### config.mk
export PLATFORM = sky130hd
export DESIGN_NAME = idex_skid_stage
export DESIGN_NICKNAME = d
export VERILOG_FILES = /design/src/rtl/idex_skid_stage.sv
export SDC_FILE = /design/constraint.sdc
export NUM_CORES = 1
export LEC_CHECK = 0
export BUFFER_PORTS_ARGS = -buffer_cell sky130_fd_sc_hd__buf_4
export CORE_AREA = 4 4 183 273
export DETAILED_ROUTE_END_ITERATION = 8
export DIE_AREA = 0 0 187 277
export GPL_ROUTABILITY_DRIVEN = 1
export PLACE_DENSITY_LB_ADDON = 0.15
export SLEW_MARGIN = 0
export SYNTH_ARGS = -nofsm -noshare
export SYNTH_HDL_FRONTEND = slang
export SYNTH_SLANG_ARGS = --single-unit
### constraint.sdc
create_clock -name CLK -period 2.8 [get_ports CLK]
set_clock_uncertainty 0.1 [all_clocks]
set_input_delay 0.56 -clock CLK [delete_from_list [all_inputs] [get_ports CLK]]
set_output_delay 0.56 -clock CLK [all_outputs]
set_load 0.02 [all_outputs]
### src/rtl/idex_skid_stage.sv
// ============================================================================
// Module  : idex_skid_stage
// Brief   : ID/EX pipeline register with a two-entry skid buffer and
//           load-use bubble insertion.
// Revision: 1.0 - initial release
// ============================================================================
`default_nettype none

module idex_skid_stage #(
  parameter int XLEN      = 32,
  parameter int CTRL_W    = 12,
  parameter int HAZARD_EN = 1
) (
  input  logic              CLK,
  input  logic              RSTB,
  input  logic              flush,
  input  logic              id_valid,
  output logic              id_ready,
  input  logic [XLEN-1:0]   id_pc,
  input  logic [XLEN-1:0]   id_rs1_value,
  input  logic [XLEN-1:0]   id_rs2_value,
  input  logic [XLEN-1:0]   id_imm,
  input  logic [4:0]        id_rs1,
  input  logic [4:0]        id_rs2,
  input  logic [4:0]        id_rd,
  input  logic [CTRL_W-1:0] id_ctrl,
  input  logic              id_memread,
  input  logic              id_regwrite,
  input  logic              ex_ready,
  output logic              ex_valid,
  output logic [XLEN-1:0]   ex_pc,
  output logic [XLEN-1:0]   ex_rs1_value,
  output logic [XLEN-1:0]   ex_rs2_value,
  output logic [XLEN-1:0]   ex_imm,
  output logic [4:0]        ex_rs1,
  output logic [4:0]        ex_rs2,
  output logic [4:0]        ex_rd,
  output logic [CTRL_W-1:0] ex_ctrl,
  output logic              ex_memread,
  output logic              ex_regwrite,
  output logic [15:0]       bubble_cnt
);

  localparam int PW          = 4*XLEN + 15 + CTRL_W + 2;
  localparam int RD_LSB      = CTRL_W + 2;
  localparam bit C_HAZARD_EN = (HAZARD_EN != 0);

  typedef enum logic [1:0] {
    EMPTY = 2'd0,
    ONE   = 2'd1,
    FULL  = 2'd2
  } state_e;

  state_e          state_q, state_d;
  logic [PW-1:0]   main_q, main_d;
  logic [PW-1:0]   skid_q, skid_d;
  logic [15:0]     bubble_q, bubble_d;
  logic [PW-1:0]   w_id_pack;
  logic [4:0]      w_main_rd;
  logic            w_hazard;
  logic            w_accept;

  // Payload layout: {pc, rs1v, rs2v, imm, rs1, rs2, rd, ctrl, memread, regwrite}
  assign w_id_pack = {id_pc, id_rs1_value, id_rs2_value, id_imm,
                      id_rs1, id_rs2, id_rd, id_ctrl, id_memread, id_regwrite};
  assign {ex_pc, ex_rs1_value, ex_rs2_value, ex_imm,
          ex_rs1, ex_rs2, ex_rd, ex_ctrl, ex_memread, ex_regwrite} = main_q;

  assign w_main_rd = main_q[RD_LSB +: 5];
  assign w_hazard  = C_HAZARD_EN && (state_q == ONE) && main_q[1] && main_q[0] &&
                     (w_main_rd != 5'd0) && id_valid &&
                     ((id_rs1 == w_main_rd) || (id_rs2 == w_main_rd));

  assign id_ready   = ~flush & (state_q != FULL) & ~w_hazard;
  assign w_accept   = id_valid & id_ready;
  assign ex_valid   = (state_q == ONE) || (state_q == FULL);
  assign bubble_cnt = bubble_q;

  always_comb begin
    state_d  = state_q;
    main_d   = main_q;
    skid_d   = skid_q;
    bubble_d = bubble_q;

    if (w_hazard && !flush && (bubble_q != 16'hFFFF)) begin
      bubble_d = bubble_q + 16'd1;
    end

    if (flush) begin
      state_d = EMPTY;
    end else begin
      case (state_q)
        EMPTY: begin
          if (w_accept) begin
            state_d = ONE;
            main_d  = w_id_pack;
          end
        end
        ONE: begin
          // A hazard drops id_ready, so a draining EX naturally yields the bubble.
          if (w_accept && ex_ready) begin
            main_d = w_id_pack;
          end else if (w_accept) begin
            state_d = FULL;
            skid_d  = w_id_pack;
          end else if (ex_ready) begin
            state_d = EMPTY;
          end
        end
        FULL: begin
          if (ex_ready) begin
            state_d = ONE;
            main_d  = skid_q;
          end
        end
        default: state_d = EMPTY;
      endcase
    end
  end

  always_ff @(posedge CLK or negedge RSTB) begin
    if (!RSTB) begin
      state_q  <= EMPTY;
      main_q   <= '0;
      skid_q   <= '0;
      bubble_q <= 16'd0;
    end else begin
      state_q  <= state_d;
      main_q   <= main_d;
      skid_q   <= skid_d;
      bubble_q <= bubble_d;
    end
  end

endmodule

`default_nettype wire

==> Flow_metrics.wiki <==
{| class="wikitable"
! Metric !! Value
|-
| Netlist area before placement || 14100 sq um
|-
| Post-route non-filler standard cell count || about 2100
|-
| Number of distinct library cells after synthesis || 34
|-
| Cell depth of the worst min-delay path || 2
|-
| Clock period minus final worst setup slack || about 2.8 ns
|-
| Tightest slew margin relative to the limit || 53.2%
|-
| Buffers on Ports || about 340
|-
| WHS || 0.169 ns
|-
| CTS clock-pin slew for the worst setup and hold paths || 0.06 ns
|-
| Std cell rows || 98
|-
| Syn_area_per_cell || 12.5 sq um
|-
| Sink of the worst hold path || skid_q[129]
|-
| Largest stage delay on the critical path || ~0.56 ns
|-
| Floorplan die width || between 150 and 200 um
|-
| Number of levels the H-tree was split into || 2
|-
| Maximum number of pins on one net before global-route repair || 87
|-
| Fin util || between 30% and 40%
|-
| Initial core utilization || roughly 30%
|-
| Clk buf depth || 3
|-
| Fraction of synthesized cell area taken by the top area cell type || between 50% and 60%
|-
| Final weighted congestion in routability-driven placement || between 0.7 and 0.8
|-
| Clock sink total || ~330
|-
| Antenna cells || 0
|-
| Post-synthesis async set-or-reset flop share || 100%
|-
| Predominant post-synthesis flop cell || sky130_fd_sc_hd__dfrtp_1
|-
| Post-route total power || 20.3 mW
|-
| Crit path max-delay family || simple AND/OR/NAND/NOR gates
|-
| Critical register-to-register path startpoint || main_q[16]
|-
| Max-slew violation total from the final report || 0
|-
| DRT iter0 DRCs || about 330
|-
| RSZ-0062 raised after global routing || true
|-
| Die height || ~280 um
|-
| EDFF count, synth || 0
|-
| Signal arrival time at the worst endpoint || about 2.1 ns
|-
| Fraction of final layout cells sized beyond drive strength 1 || 32.3%
|-
| Post-route DRC violation count || 0
|-
| Post-Synthesis Cells || roughly 1100
|-
| Synth area leaders || sky130_fd_sc_hd__dfrtp_1, sky130_fd_sc_hd__mux2i_1, sky130_fd_sc_hd__mux2_1
|-
| Leak pwr || approximately 8.2 nW
|-
| Number of endpoints with negative hold slack in the final report || 0
|-
| Number of nets at the end of the flow || about 1700
|-
| Cell depth of the worst setup path || 5
|-
| Vias in the first global route || a little over 10000
|-
| Top fanout value on the critical path || 3
|-
| Die Area || ~52000 sq um
|-
| Yosys warnings || 0
|-
| Result of the run || finished clean
|-
| Clock latency at the later pin of the worst-skew pair || 0.51 ns
|-
| Hold path start || id_pc[4]
|-
| I/O pins || approximately 340
|-
| Routed Antenna Nets || 0
|-
| Clock tree from TritonCTS || done
|-
| Library cell with the largest summed area after synthesis || sky130_fd_sc_hd__dfrtp_1
|-
| TritonCTS buffer count || 36
|-
| CTS Root Buffer Type || sky130_fd_sc_hd__clkbuf_16
|-
| Detailed Routing Iterations Pass 1 || 4
|-
| Sequential area share after synthesis || 58.8%
|-
| Final worst path period share || around 98%
|-
| Most repeated cell in the gate-level netlist after synthesis || sky130_fd_sc_hd__dfrtp_1
|-
| Area Overhead vs Synth || 33.9%
|-
| Number of inserted filler cells in the final layout || approximately 4700
|-
| Critical setup path kind || reg2out
|-
| Gr ovfl total || 0
|-
| Crit Reg-Reg Endpoint || skid_q[33]
|-
| Total GRT Usage || between 10% and 20%
|-
| Crit path buf inv count || 1
|-
| Via density per instance || ~4.6
|-
| PwrDens || 1080 nW/um^2
|-
| Via Count || 9750
|-
| Number of maximum-capacitance violations || 0
|-
| Path depth of the worst reg2reg path || 7
|-
| Total half-perimeter wirelength after legalization and detailed placement || about 27000 um
|-
| Number of synthesized register bits || roughly 330
|-
| Cell breakdown of the critical path || or4_4 > o21ai_4 > nor2_4 > nor3_4 > buf_6
|-
| Wire length per cell after detailed routing || 18.2 um
|-
| Kind of launch point of the worst setup path || flip-flop
|-
| Post-synth net total || about 1300
|-
| Commonest cells in the netlist || sky130_fd_sc_hd__dfrtp_1, sky130_fd_sc_hd__nor2_1, sky130_fd_sc_hd__a21oi_1, sky130_fd_sc_hd__mux2i_1, sky130_fd_sc_hd__mux2_1
|-
| Worst Path Required || 2.14 ns
|-
| IR drop worst, VDD || between 0.5 and 0.6 mV
|-
| Final count of negative-setup-slack endpoints || 0
|-
| Number of antenna violations at the first check in global routing || 0
|-
| Worst setup EP type || primary output
|-
| Area of the core region || 47600 sq um
|-
| Final WL || between 30000 and 40000 um
|-
| Peak Freq || between 300 and 400 MHz
|-
| Placed Cells || approximately 2000
|-
| Critical Path Slowest Stage Cell || sky130_fd_sc_hd__or4_4
|-
| Reg-to-reg setup timing slack || ~0.18 ns
|-
| Global-route wire length before repair || 60900 um
|-
| Tightest Pin Transition || ~0.7 ns
|-
| Hold Path Class || in2reg
|}
-- worst max-delay path by stage --
stage | start | end | slack [ns]
6_report | main_q[16] | id_ready | 0.04
3_3_place_gp | id_rs1[0] | skid_q[35] | 0.05
2_1_floorplan | state_q[0] | id_ready | 0.17
4_1_cts | main_q[16] | id_ready | -0.06
3_5_place_dp | id_rs1[0] | skid_q[47] | 0.03
5_1_grt | main_q[16] | id_ready | -0.04
-- through the flow --
stage / setup slack [ns] / setup TNS (ns) / instance area [sq um]
floorplan: 0.174 / 0 / 14100
global placement: 0.0484 / 0 / 17700
detailed placement: 0.0342 / 0 / 17700
CTS: -0.0603 / -0.0603 / 18900
global route: -0.0381 / -0.0438 / 18900
finish: 0.0450 / 0 / 18900
-- sequential cells by signal (all words and copies together), names as in the netlist --
register	cells
skid_q	157
bubble_cnt	16
state_q	2
main_q	157
-- cell usage in the layout (no fill, tap or decap), types with 3 or more instances in the layout --
| master | synthesis | final |
|---|---|---|
| sky130_fd_sc_hd__nor2_1 | 171 | 170 |
| sky130_fd_sc_hd__and3_1 | 4 | 4 |
| sky130_fd_sc_hd__clkinv_2 | 0 | 5 |
| sky130_fd_sc_hd__mux2_1 | 130 | 130 |
| sky130_fd_sc_hd__dfrtp_1 | 332 | 329 |
| sky130_fd_sc_hd__nand2_1 | 7 | 7 |
| sky130_fd_sc_hd__mux2_2 | 29 | 29 |
| sky130_fd_sc_hd__dfrtp_2 | 0 | 3 |
| sky130_fd_sc_hd__ha_1 | 5 | 4 |
| sky130_fd_sc_hd__inv_1 | 4 | 4 |
| sky130_fd_sc_hd__xnor2_1 | 14 | 14 |
| sky130_fd_sc_hd__clkbuf_1 | 21 | 10 |
| sky130_fd_sc_hd__nand3_1 | 9 | 9 |
| sky130_fd_sc_hd__mux2i_1 | 158 | 158 |
| sky130_fd_sc_hd__clkbuf_16 | 0 | 38 |
| sky130_fd_sc_hd__nand4_1 | 4 | 4 |
| sky130_fd_sc_hd__buf_12 | 0 | 19 |
| sky130_fd_sc_hd__xor2_1 | 11 | 11 |
| sky130_fd_sc_hd__buf_4 | 3 | 371 |
| sky130_fd_sc_hd__clkbuf_8 | 0 | 9 |
| sky130_fd_sc_hd__a21oi_1 | 158 | 158 |
| sky130_fd_sc_hd__nor3_1 | 5 | 3 |
-- power breakdown --
group	internal, mW	switching [mW]
logic	3.42	4.02
clock network	2.66	1.88
registers	7.06	1.28
-- logic make-up (layout without fill, tap and decap cells) --
family,after synthesis,after routing,synth area share [%]
compound gates,167,167,6.12
xor+xnor,25,25,1.55
fa+ha+maj,5,5,0.443
buf+inv,74,462,3.01
flops,332,332,58.8
mux,317,317,23.9
simple gates,208,208,6.14
-- layer usage --
layer  part of all wire (%)  up-vias  track usage [%]
li1                       -     4676                -
met1                     39     4758             16.8
met2                     52      255             25.9
met3                    6.9       61             4.51
met4                    3.0        0             4.72
met5                      0        -                0
-- cell type report --
type	count	area (sq um)	share of cell area [%]
clock buffer	56	1090	5.75
clock inverter	6	32.5	0.172
inverter	4	15.0	0.0794
multi-input combinational	722	5440	28.8
sequential	332	8310	44.0
tap	600	751	3.97
timing repair buffer	396	3270	17.3
-- repair_timing --
action	CTS	global route
cloned	0	1
setup buffers	4	0
hold endpoints to repair	26	0
pin swaps	1	3
resized for setup	10	5
hold buffers	1	0
setup endpoints to repair	1	2
Note: power is estimated with default switching activity, not from simulation.
